==> src/rtl/axi_lite_rr_arbiter.sv <==
// rtl/axi_lite_rr_arbiter.sv - round-robin transaction arbiter for a shared AXI4-Lite slave path
module axi_lite_rr_arbiter #(
   parameter int NUM_MASTER     = 2,
   parameter int TIMEOUT_CYCLES = 256
) (
   input  logic                          aclk,
   input  logic                          areset_n,
   input  logic [NUM_MASTER-1:0]         req_ar,
   input  logic [NUM_MASTER-1:0]         req_aw,
   input  logic                          sh_arvalid,
   input  logic                          sh_arready,
   input  logic                          sh_awvalid,
   input  logic                          sh_awready,
   input  logic                          sh_wvalid,
   input  logic                          sh_wready,
   input  logic                          sh_rvalid,
   input  logic                          sh_rready,
   input  logic                          sh_bvalid,
   input  logic                          sh_bready,
   output logic [NUM_MASTER-1:0]         grant,
   output logic [$clog2(NUM_MASTER)-1:0] grant_idx,
   output logic                          grant_valid,
   output logic                          grant_is_write,
   output logic                          timeout,
   output logic                          busy
);
   localparam int IDX_W = $clog2(NUM_MASTER);
   localparam int CNT_W = (TIMEOUT_CYCLES > 0) ? $clog2(TIMEOUT_CYCLES + 1) : 1;
   localparam logic [CNT_W-1:0] CNT_LAST = (TIMEOUT_CYCLES > 0) ? CNT_W'(TIMEOUT_CYCLES - 1) : '0;

   typedef enum logic [2:0] {IDLE, RD_ADDR, RD_RESP, WR_ADDR, WR_RESP} state_t;

   state_t                 state_q, state_d;
   logic [IDX_W-1:0]       ptr_q, ptr_d;
   logic [CNT_W-1:0]       cnt_q, cnt_d;
   logic                   aw_done_q, aw_done_d;
   logic                   w_done_q, w_done_d;
   logic [NUM_MASTER-1:0]  grant_q, grant_d;
   logic [IDX_W-1:0]       grant_idx_q, grant_idx_d;
   logic                   grant_valid_q, grant_valid_d;
   logic                   grant_is_write_q, grant_is_write_d;
   logic                   timeout_q, timeout_d;
   logic                   busy_q, busy_d;

   logic                   ar_hs, aw_hs, w_hs, r_hs, b_hs;
   logic                   win_found, win_write, done;
   logic [IDX_W-1:0]       win_idx, scan_idx, nxt_ptr;

   assign ar_hs = sh_arvalid & sh_arready;
   assign aw_hs = sh_awvalid & sh_awready;
   assign w_hs  = sh_wvalid  & sh_wready;
   assign r_hs  = sh_rvalid  & sh_rready;
   assign b_hs  = sh_bvalid  & sh_bready;

   // Pointer after releasing the current owner: the master just past it.
   assign nxt_ptr = (grant_idx_q == IDX_W'(NUM_MASTER - 1)) ? '0 : grant_idx_q + IDX_W'(1);

   // Scan masters from the pointer, wrapping, and pick the first requester; reads beat writes.
   always_comb begin
      win_found = 1'b0;
      win_idx   = '0;
      win_write = 1'b0;
      scan_idx  = '0;
      for (int k = 0; k < NUM_MASTER; k++) begin
         if (int'(ptr_q) + k >= NUM_MASTER)
            scan_idx = IDX_W'(int'(ptr_q) + k - NUM_MASTER);
         else
            scan_idx = IDX_W'(int'(ptr_q) + k);
         if (!win_found && (req_ar[scan_idx] || req_aw[scan_idx])) begin
            win_found = 1'b1;
            win_idx   = scan_idx;
            win_write = !req_ar[scan_idx];
         end
      end
   end

   // Transaction tracking, release on completion or watchdog expiry, and next-state outputs.
   always_comb begin
      state_d          = state_q;
      ptr_d            = ptr_q;
      cnt_d            = cnt_q;
      aw_done_d        = aw_done_q;
      w_done_d         = w_done_q;
      grant_d          = grant_q;
      grant_idx_d      = grant_idx_q;
      grant_valid_d    = grant_valid_q;
      grant_is_write_d = grant_is_write_q;
      busy_d           = busy_q;
      timeout_d        = 1'b0;
      done             = 1'b0;
      case (state_q)
         IDLE: begin
            aw_done_d = 1'b0;
            w_done_d  = 1'b0;
            if (win_found) begin
               state_d          = win_write ? WR_ADDR : RD_ADDR;
               grant_d          = NUM_MASTER'(1) << win_idx;
               grant_idx_d      = win_idx;
               grant_valid_d    = 1'b1;
               grant_is_write_d = win_write;
               busy_d           = 1'b1;
               cnt_d            = '0;
            end
         end
         RD_ADDR: if (ar_hs) state_d = RD_RESP;
         RD_RESP: if (r_hs) begin
            state_d = IDLE;
            done    = 1'b1;
         end
         WR_ADDR: begin
            if ((aw_done_q || aw_hs) && (w_done_q || w_hs)) begin
               state_d   = WR_RESP;
               aw_done_d = 1'b0;
               w_done_d  = 1'b0;
            end else begin
               aw_done_d = aw_done_q | aw_hs;
               w_done_d  = w_done_q | w_hs;
            end
         end
         WR_RESP: if (b_hs) begin
            state_d = IDLE;
            done    = 1'b1;
         end
         default: state_d = IDLE;
      endcase
      if (state_q != IDLE) begin
         if (done) begin
            grant_d       = '0;
            grant_valid_d = 1'b0;
            busy_d        = 1'b0;
            ptr_d         = nxt_ptr;
         end else if (TIMEOUT_CYCLES > 0 && cnt_q == CNT_LAST) begin
            state_d       = IDLE;
            timeout_d     = 1'b1;
            grant_d       = '0;
            grant_valid_d = 1'b0;
            busy_d        = 1'b0;
            ptr_d         = nxt_ptr;
            aw_done_d     = 1'b0;
            w_done_d      = 1'b0;
         end else if (cnt_q != {CNT_W{1'b1}}) begin
            cnt_d = cnt_q + CNT_W'(1);
         end
      end
   end

   // State and output registers with synchronous active-low reset.
   always_ff @(posedge aclk) begin
      if (!areset_n) begin
         state_q          <= IDLE;
         ptr_q            <= '0;
         cnt_q            <= '0;
         aw_done_q        <= 1'b0;
         w_done_q         <= 1'b0;
         grant_q          <= '0;
         grant_idx_q      <= '0;
         grant_valid_q    <= 1'b0;
         grant_is_write_q <= 1'b0;
         timeout_q        <= 1'b0;
         busy_q           <= 1'b0;
      end else begin
         state_q          <= state_d;
         ptr_q            <= ptr_d;
         cnt_q            <= cnt_d;
         aw_done_q        <= aw_done_d;
         w_done_q         <= w_done_d;
         grant_q          <= grant_d;
         grant_idx_q      <= grant_idx_d;
         grant_valid_q    <= grant_valid_d;
         grant_is_write_q <= grant_is_write_d;
         timeout_q        <= timeout_d;
         busy_q           <= busy_d;
      end
   end

   assign grant          = grant_q;
   assign grant_idx      = grant_idx_q;
   assign grant_valid    = grant_valid_q;
   assign grant_is_write = grant_is_write_q;
   assign timeout        = timeout_q;
   assign busy           = busy_q;
endmodule

==> config.mk <==
export PLATFORM = sky130hd
export DESIGN_NAME = axi_lite_rr_arbiter
export DESIGN_NICKNAME = d
export VERILOG_FILES = /design/src/rtl/axi_lite_rr_arbiter.sv
export SDC_FILE = /design/constraint.sdc
export NUM_CORES = 1
export LEC_CHECK = 0
export CAP_MARGIN = 40
export CORE_ASPECT_RATIO = 0.6
export CORE_MARGIN = 3
export CORE_UTILIZATION = 50
export DETAILED_ROUTE_END_ITERATION = 7
export GPL_ROUTABILITY_DRIVEN = 1
export PLACE_DENSITY_LB_ADDON = 0.3
export SYNTH_ARGS = -nofsm -noshare
export SYNTH_HDL_FRONTEND = slang
export SYNTH_SLANG_ARGS = --single-unit
==> constraint.sdc <==
create_clock -name aclk -period 1.8 [get_ports aclk]
set_input_delay 0.36 -clock aclk [delete_from_list [all_inputs] [get_ports aclk]]
set_output_delay 0.36 -clock aclk [all_outputs]
set_load 0.01 [all_outputs]
==> results of run 1 <==
[report_power, final]
part	leakage [nW]	internal (W)	switching, W
sequential	0.179	0.000520	0.0000278
combinational	0.369	0.000195	0.000183
clock	0.0216	0.000150	0.000160
total	0.570	0.000865	0.000371
[per-stage QoR]
stage	setup WS (ps)	setup TNS [ps]	instances	util	cell area [um2]
after global routing	-12.2	-17.5	196	0.779	1560
after detailed placement	-198	-1660	193	0.755	1510
after global placement	-134	-1050	193	0.755	1510
after CTS	86.4	0	196	0.776	1550
final	71.8	0	196	0.779	1560
after floorplan	292	0	129	-	1140
[worst register-to-register path, stage by stage (launching register included)]
cell and delay [ps]:
dfxtp_1 390, ha_1 200, nand3_1 120, or3_1 430, a21oi_4 250, mux2i_1 220
[synth_stat cells (2+ instances only)]
master,count
a21oi_2,2
a211oi_1,2
inv_1,5
nand2_1,12
and2_1,2
buf_4,3
o21ai_0,4
nand2b_1,3
a21oi_1,11
nor2_1,9
dfxtp_1,22
or4_1,3
nor3_1,6
o31ai_1,4
a21o_1,2
or3_1,4
nand3_1,5
o41ai_1,2
a22oi_1,2
o211ai_1,3
[what timing repair did]
action	in CTS	in global routing
setup endpoints to repair	0	2
resized for setup	0	1
hold buffers	0	0
[layer usage]
layer / vias to the layer above / GRT usage / routed length, um / share of wire
li1: 568 / - / - / -
met1: 535 / 0.323 / 1340 / 0.45
met2: 43 / 0.362 / 1330 / 0.45
met3: 5 / 0.0899 / 255 / 0.086
met4: 0 / 0.0474 / 38 / 0.013
met5: - / 0 / 0 / 0
[sequential cells by signal, summed over array words and instances (netlist names), named ones only]
name            count
ptr_q               1
cnt_q               8
grant_idx           1
aw_done_q           1
busy                1
grant_valid         1
grant_is_write      1
w_done_q            1
state_q             3
timeout             1
grant               2
[cell families after synthesis]
kind of cell               Yosys count  synth area share
muxes                                1           0.00874
buffers and inverters                9            0.0404
and+or+nand+nor                     52             0.266
DFF                                 22             0.385
adders and majority gates            1            0.0109
AOI/OAI and AO/OA                   44             0.290
[area by class of cell]
class | instances | area, um2
inverters | 5 | 18.8
well taps | 28 | 35.0
clock buffers | 3 | 41.3
multi-input cells | 98 | 666
repair buffers | 40 | 355
fillers | 134 | 440
flip-flops and latches | 22 | 440
[final timing paths]
path                        from             endpoint  slack (ps)  cells past startpoint
max reg2reg  cnt_q[0]$_SDFF_PN0_   ptr_q$_SDFFE_PN0P_         120                      5
min                    flip-flop            flip-flop         460                      1
min reg2reg            flip-flop            flip-flop         460                      1
max                    req_ar[0]  cnt_q[1]$_SDFF_PN0_          70                      5
[cells in the final DEF (no fill, tap or decap), types with 2 or more instances in the layout]
master | Yosys | layout
a211oi_1 | 2 | 2
a21o_1 | 2 | 2
a21oi_1 | 11 | 11
a22oi_1 | 2 | 2
and2_1 | 2 | 2
buf_4 | 3 | 18
clkbuf_8 | 0 | 3
clkdlybuf4s50_1 | 0 | 22
dfxtp_1 | 22 | 22
inv_1 | 5 | 5
nand2_1 | 12 | 12
nand2b_1 | 3 | 3
nand3_1 | 5 | 5
nor2_1 | 9 | 9
nor3_1 | 6 | 6
o211ai_1 | 3 | 3
o21ai_0 | 4 | 4
o31ai_1 | 4 | 4
o41ai_1 | 2 | 2
or3_1 | 4 | 4
or4_1 | 3 | 3
==> out/metrics.yaml, run 1 <==
run_status:
  status: "complete, no violations"
power_and_ir_drop:
  design_power_total_w: 0.00124
  peakVddDrop_mv: 0.704
  p_leak_nw: 0.570
  power.density_nw_per_um2: 795
sta:
  slew_headroom: 0.690
  layout_min_cycle_time_ps: 1730
  worst_slew_pin_slew_ps: 465
  clock_skew_ps: 8.95
  fin_crit_sh: 0.960
  rsz0062_at_grt: "yes"
  fmax_mhz: 579
  hold_ws_ps: 461
  setup_viol_count_final: 0
  finalMaxSlewViolations: 0
  final_hold_viol_count: 0
clocking:
  clk_latency_ps: 270
  postCtsSetupBuffers: 0
  clockBufferDepth: 2
  cts_root_buf: "clkbuf_8"
  numCtsBuffers: 3
  cts_num_sinks: 22
  cts_tree: "built"
  clkSlewWorstSetupHoldPaths_ps: 80
  htree_num_levels: 1
synth:
  syn_area_um2: 1140
  yosysWarnings: 0
  ys_seq_area_frac: 0.385
  yosys.area.top_type: "dfxtp_1"
  synth-edff-count: 0
  ys_types: 43
  syn_area_per_cell_um2: 8.87
  netlist_instances: 129
  synth_seq_cells: 22
  netlist.area_leader.share: 0.385
  syn_nets: 146
  async_flop_share: 0
  yosys-top-cells-area: "dfxtp_1, a21oi_1, nand2_1"
  synth_top_flop_cell: "dfxtp_1"
worst_setup_path:
  crit_path_max_incr_delay_ps: 580
  cp.required_ps: 1990
  crit_type: "input port to flip-flop"
  crit_chain: "clkdlybuf4s50_1 -> or4_4 -> a21oi_2 -> nand2_1 -> o31ai_1"
  end_kind: "flip-flop"
  path_buf_inv: 1
  crit_arrival_ps: 1920
  crit_path_top_delay_cell: "or4_4"
  cp-start-kind: "input port"
  cpLargestDelayFamily: "simple AND/OR/NAND/NOR gates"
  critPathMaxFanout: 5
route:
  first_pass_iters: 4
  via_count: 1151
  drc: 0
  routed_wl_mm: 2.96
  vias_per_cell: 5.87
  drt-wirelength-per-cell_um: 15.1
  drtIter0Drc: 110
  ant_nets: 0
grt:
  grt.total_usage: 0.239
  overflow: 0
  antenna_found_initial: 0
  grt_pass1_vias: 1069
  grt_pass1_wl_mm: 5.11
  grt_max_degree: 12
placed_design:
  portBuffers: 22
  hpwl_mm: 2.33
  routabilityCongestion: 0.847
die:
  core_um2: 2000
  die_x_um: 67.8
  die_height_um: 43.1
  start_util: 0.573
  rows: 12
  die-area_um2: 2920
  ios: 23
cells_and_area:
  area_growth_pct: 36.0
  final_nets: 187
  diodes: 0
  drive_gt1_frac: 0.185
flow_run:
  maxCapViolations: 0
worst_hold_path:
  min_path_type: "flip-flop to flip-flop"
No activity file was read; power rests on OpenSTA's default activity.
==> inputs of run 2 (changes only) <==
- SETUP_SLACK_MARGIN: not set -> 0.3
==> run 2 against run 1 <==
Compared with the run above: first-iteration DRC count up 140%; sequential share of layout area down 3.6 points; die area unchanged; global-route usage up 7.3 points; setup slack better by 48 ps; critical endpoint is now state_q[2]$_SDFF_PN0_.
==> out/metrics.yaml, run 2 (synthesis results as in run 1) <==
sta:
  slew_headroom: 0.667  # -0.0228
  setup_viol_count_final: 0  # unchanged
  layout_min_cycle_time_ps: 1680  # -47.8 ps
  clock_skew_ps: 10.6  # +1.64 ps
  fin_crit_sh: 0.934  # -0.0266
  hold_ws_ps: 511  # +50.1 ps
  fin_setup_tns_ps: 0  # unchanged
  finalMaxSlewViolations: 0  # unchanged
  final_hold_viol_count: 0  # unchanged
  fmax_mhz: 595  # +2.8%
  rsz0062_at_grt: "yes"
  worst_slew_pin_slew_ps: 499  # +34.6 ps
route:
  ant_nets: 0  # unchanged
  first_pass_iters: 6  # +2
  routed_wl_mm: 5.21  # +76%
  vias_per_cell: 7.10  # +21%
  drtIter0Drc: 263  # +140%
  drc: 0  # unchanged
  drt-wirelength-per-cell_um: 25.0  # +66%
  via_count: 1477  # +28%
die:
  start_util: 0.573  # unchanged
  die_x_um: 67.8  # unchanged
  core_um2: 2000  # unchanged
  die-area_um2: 2920  # unchanged
  rows: 12  # unchanged
  die_height_um: 43.1  # unchanged
  ios: 23  # unchanged
cells_and_area:
  diodes: 0  # unchanged
  finalInstanceArea_um2: 1850  # +19%
  layout_commonest_cell: "buf_4"
  top_register: "cnt_q"
  largest_reg_flops: 8  # unchanged
  drive_gt1_frac: 0.422  # +0.238
  fin_cells: 208  # +6.1%
  final_nets: 198  # +5.9%
  area_growth_pct: 61.3
  layout_common_cells: "buf_4, dfxtp_1, dlygate4sd2_1"
clocking:
  cts_num_sinks: 22  # unchanged
  cts_root_buf: "clkbuf_8"
  numCtsBuffers: 3  # unchanged
  htree_num_levels: 1  # unchanged
  clkSlewWorstSetupHoldPaths_ps: 90  # about the same
  clk_latency_ps: 280  # about the same
  clockBufferDepth: 2  # unchanged
  hold_buffers: 0  # unchanged
  cts_tree: "built"
placed_design:
  dpl.cell_count: 192  # -0.52%
  portBuffers: 22  # unchanged
  place_area_um2: 1500  # -0.50%
  routabilityCongestion: 0.917  # +8.3%
  hpwl_mm: 2.33  # +0.28%
worst_setup_path:
  critPathMaxFanout: 8  # +3
  crit_path_max_incr_delay_ps: 420  # -160 ps
  rr_startpoint: "state_q[0]$_SDFF_PN0_"
  crit_path_top_delay_cell: "or3b_4"
  cpLargestDelayFamily: "compound AO/OA/AOI/OAI gates"
  end_kind: "flip-flop"
  crit_arrival_ps: 1870  # -50 ps
  cp-start-kind: "flip-flop"
  cp.required_ps: 1990  # about the same
  crit_path_start: "state_q[0]$_SDFF_PN0_"
  crit_chain: "or3b_4 -> o221ai_4 -> o21ai_2 -> buf_4 -> a21oi_1"
  crit_type: "flip-flop to flip-flop"
  path_buf_inv: 1  # unchanged
grt:
  grt.total_usage: 0.312  # +0.0731
  grt_pass1_wl_mm: 6.54  # +28%
  antenna_found_initial: 0  # unchanged
  grt_max_degree: 13  # +1
  grt_pass1_vias: 1276  # +19%
  overflow: 0  # unchanged
run_status:
  status: "complete, no violations"
power_and_ir_drop:
  peakVddDrop_mv: 0.814  # +16%
  p_leak_nw: 0.718  # +26%
  power.density_nw_per_um2: 813  # +2.3%
flow_run:
  maxCapViolations: 0  # unchanged
worst_hold_path:
  min_path_type: "flip-flop to flip-flop"
  hold_start: "grant[1]$_SDFF_PN0_"
==> run 2: final timing paths <==
kind / to / slack [ps] / cells after the start
worst max-delay path: state_q[2]$_SDFF_PN0_ / 120 / 5
worst min-delay path: grant[1]$_SDFF_PN0_ / 510 / 2
worst max register to register: state_q[2]$_SDFF_PN0_ / 120 / 5
worst min register to register: grant[1]$_SDFF_PN0_ / 510 / 2
==> run 2: worst reg2reg max path: cells and delay by family, from the launching register on <==
kind / cells / cell delay (ps)
AOI/OAI and AO/OA: 3 / 630
and+or+nand+nor: 1 / 420
DFF: 1 / 380
buffers and inverters: 1 / 170
==> run 2: per-stage QoR <==
stage / setup slack (ps) / total power (W) / util
6_report: 120 / 0.00150 / 0.925
4_1_cts: 269 / 0.00133 / 0.842
3_3_place_gp: -149 / 0.000903 / 0.751
3_5_place_dp: -204 / 0.000914 / 0.751
5_1_grt: 101 / 0.00154 / 0.925
2_1_floorplan: 304 / 0.000752 / -
==> run 2: power by group <==
part | switching (W) | internal, W
Sequential | 0.0000334 | 0.000524
Combinational | 0.000295 | 0.000269
Clock | 0.000184 | 0.000196
Total | 0.000512 | 0.000989
==> run 2: cell type report <==
| type | count | area [um2] |
|---|---|---|
| clock buffers | 4 | 55.1 |
| well taps | 28 | 35.0 |
| multi-input cells | 98 | 825 |
| fillers | 68 | 150 |
| inverters | 5 | 18.8 |
| flip-flops and latches | 22 | 457 |
| repair buffers | 51 | 457 |
==> run 2: routing by layer <==
| metal | GRT usage | routed length [um] | up-vias |
|---|---|---|---|
| met5 | 0 | 0 | - |
| met4 | 0.134 | 261 | 0 |
| met3 | 0.119 | 656 | 44 |
| met2 | 0.462 | 2270 | 155 |
| met1 | 0.400 | 2020 | 683 |
| li1 | - | - | 595 |
==> run 2: timing repair <==
action,CTS,global route
resized for setup,36,28
setup endpoints to repair,27,20
setup buffers,7,5
gates cloned,0,0
pin swaps,13,14
==> inputs of run 3 (changes only) <==
- CORE_MARGIN: 3 -> not set
==> run 3 against run 2 <==
Compared with the run above: hold slack hardly changed; highest routed layer unchanged; non-clock buffer count unchanged; count of clock-buffer cells in the layout did not move.
==> out/metrics.yaml, run 3 (synthesis results as in run 1) <==
worst_setup_path:
  crit_arrival_ps: 1920  # +50 ps
  r2r-end: "cnt_q[4]$_SDFF_PN0_"
  crit_path_max_incr_delay_ps: 420  # about the same
  cp-start-kind: "flip-flop"
  crit_type: "flip-flop to flip-flop"
  crit_path_top_delay_cell: "or3b_4"
  crit_chain: "or3b_4 -> o221ai_4 -> buf_6 -> o31ai_4 -> a21oi_1"
  end_kind: "flip-flop"
  r2r_slack_ps: 50  # -70 ps
  cpLargestDelayFamily: "compound AO/OA/AOI/OAI gates"
  critPathMaxFanout: 8  # unchanged
  cp.depth: 5  # unchanged
  path_buf_inv: 1  # unchanged
  rr_startpoint: "state_q[1]$_SDFF_PN0_"
  cp.required_ps: 1980  # about the same
  r2r_cells: 5  # unchanged
route:
  met2_length_mm: 2.37  # +4.4%
  routed_wl_mm: 5.58  # +7.1%
  vias_per_cell: 7.19  # +1.3%
  wl_met3_um: 649  # -1.1%
  drtIter0Drc: 240  # -8.7%
  drt-wirelength-per-cell_um: 26.8  # +7.1%
  met1_length_mm: 2.17  # +7.4%
  drc: 0  # unchanged
  via_count: 1496  # +1.3%
  first_pass_iters: 6  # unchanged
  dr.max_layer_used: "met4"
  ant_nets: 0  # unchanged
clocking:
  cts_num_sinks: 22  # unchanged
  cts_tree: "built"
  clockBufferDepth: 2  # unchanged
  numCtsBuffers: 3  # unchanged
  htree_num_levels: 1  # unchanged
  clkSlewWorstSetupHoldPaths_ps: 80  # about the same
  cts_root_buf: "clkbuf_8"
  clk_latency_ps: 270  # about the same
cells_and_area:
  layout_common_cells: "buf_4, dlygate4sd2_1, dfxtp_1"
  layout_commonest_cell: "buf_4"
  finalInstanceArea_um2: 1900  # +2.8%
  drive_gt1_frac: 0.456  # +0.0333
  largest_reg_flops: 8  # unchanged
  area_growth_pct: 65.9
  final_nets: 198  # unchanged
  diodes: 0  # unchanged
  top_register: "cnt_q"
  fin_cells: 208  # unchanged
sta:
  worst_slew_pin_slew_ps: 474  # -25.5 ps
  final_hold_viol_count: 0  # unchanged
  setup_viol_count_final: 0  # unchanged
  fin_crit_sh: 0.970  # +0.0363
  fin_setup_tns_ps: 0  # unchanged
  finalMaxSlewViolations: 0  # unchanged
  layout_min_cycle_time_ps: 1750  # +65.3 ps
  slew_headroom: 0.684  # +0.0167
  clock_skew_ps: 5.31  # -5.28 ps
  fmax_mhz: 573  # -3.7%
  rsz0062_at_grt: "yes"
power_and_ir_drop:
  peakVddDrop_mv: 0.557  # -32%
  p_sw_frac: 0.339  # -0.00256
  clkPwrFrac: 0.246  # -0.007
  power.density_nw_per_um2: 773  # -4.9%
  p_seq_frac: 0.377  # +0.006
  p_int_w: 0.000971  # -1.8%
  p_leak_nw: 0.705  # -1.8%
  combPwrFrac: 0.377  # +0.002
  power_switching_w: 0.000497  # -2.9%
  design_power_total_w: 0.00147  # -2.2%
grt:
  grt.total_usage: 0.401  # +0.0892
  grt_max_degree: 13  # unchanged
  grt_pass1_wl_mm: 7.00  # +7.1%
  overflow: 0  # unchanged
  grt_pass1_vias: 1336  # +4.7%
  antenna_found_initial: 0  # unchanged
worst_hold_path:
  min_path_type: "flip-flop to flip-flop"
  hold_depth: 1  # -1
die:
  ios: 23  # unchanged
  core_um2: 2000  # unchanged
  die_height_um: 39.1  # -9.3%
  die_x_um: 63.8  # -5.9%
  die-area_um2: 2490  # -15%
  rows: 12  # unchanged
  start_util: 0.573  # unchanged
placed_design:
  routabilityCongestion: 0.908  # -0.95%
  dpl.cell_count: 193  # +0.52%
  hpwl_mm: 2.38  # +1.9%
  place_area_um2: 1520  # +1.3%
  portBuffers: 22  # unchanged
run_status:
  status: "complete, no violations"
flow_run:
  maxCapViolations: 0  # unchanged
-- run 3: changes by cell type in the layout (fill, tap and decap cells not counted), sizes merged --
| cell | change |
|---|---|
| dlygate4sd2 | +1 |
| dlymetal6s2s | -1 |
-- run 3: repair_timing --
item / in CTS / in global routing
pin swaps: 23 / 11
endpoints found under the setup margin: 27 / 20
hold buffers: 0 / 0
resized for setup: 50 / 24
endpoints found under the hold margin: 0 / 0
buffers inserted: 6 / 5
-- run 3: per-stage QoR --
stage | worst slack (ps) | util | hold slack [ps]
floorplan | 304 | - | 423
global placement | -160 | 0.761 | 443
detailed placement | -230 | 0.761 | 455
CTS | 258 | 0.877 | 490
global route | -17.0 | 0.951 | 510
finish | 54.3 | 0.951 | 511
-- run 3: layout make-up --
class | instances | area [um2]
clock buffer | 4 | 55.1
fill | 52 | 97.6
timing repair buffer | 51 | 462
sequential | 22 | 463
inverter | 5 | 18.8
multi-input combinational | 98 | 866
tap | 28 | 35.0
-- run 3: worst max-delay path by stage --
stage / start / endpoint
final: state_q[1]$_SDFF_PN0_ / cnt_q[4]$_SDFF_PN0_
after global routing: state_q[1]$_SDFF_PN0_ / cnt_q[4]$_SDFF_PN0_
after CTS: state_q[0]$_SDFF_PN0_ / cnt_q[7]$_SDFF_PN0_
after detailed placement: req_ar[0] / cnt_q[2]$_SDFF_PN0_
after global placement: req_ar[0] / cnt_q[2]$_SDFF_PN0_
after floorplan: cnt_q[0]$_SDFF_PN0_ / ptr_q$_SDFFE_PN0P_
-- run 3: routing by layer --
metal,global-route usage,vias up
li1,-,599
met1,0.490,692
met2,0.702,151
met3,0.0912,54
met4,0.159,0
met5,0,-
-- run 3: power by group through the flow --
| stage | clock network [W] | registers (W) | logic (W) |
|---|---|---|---|
| floorplan | 0 | 0.000557 | 0.000195 |
| global placement | 0 | 0.000555 | 0.000356 |
| detailed placement | 0 | 0.000558 | 0.000366 |
| CTS | 0.000355 | 0.000547 | 0.000425 |
| global route | 0.000372 | 0.000554 | 0.000567 |
| finish | 0.000361 | 0.000553 | 0.000554 |
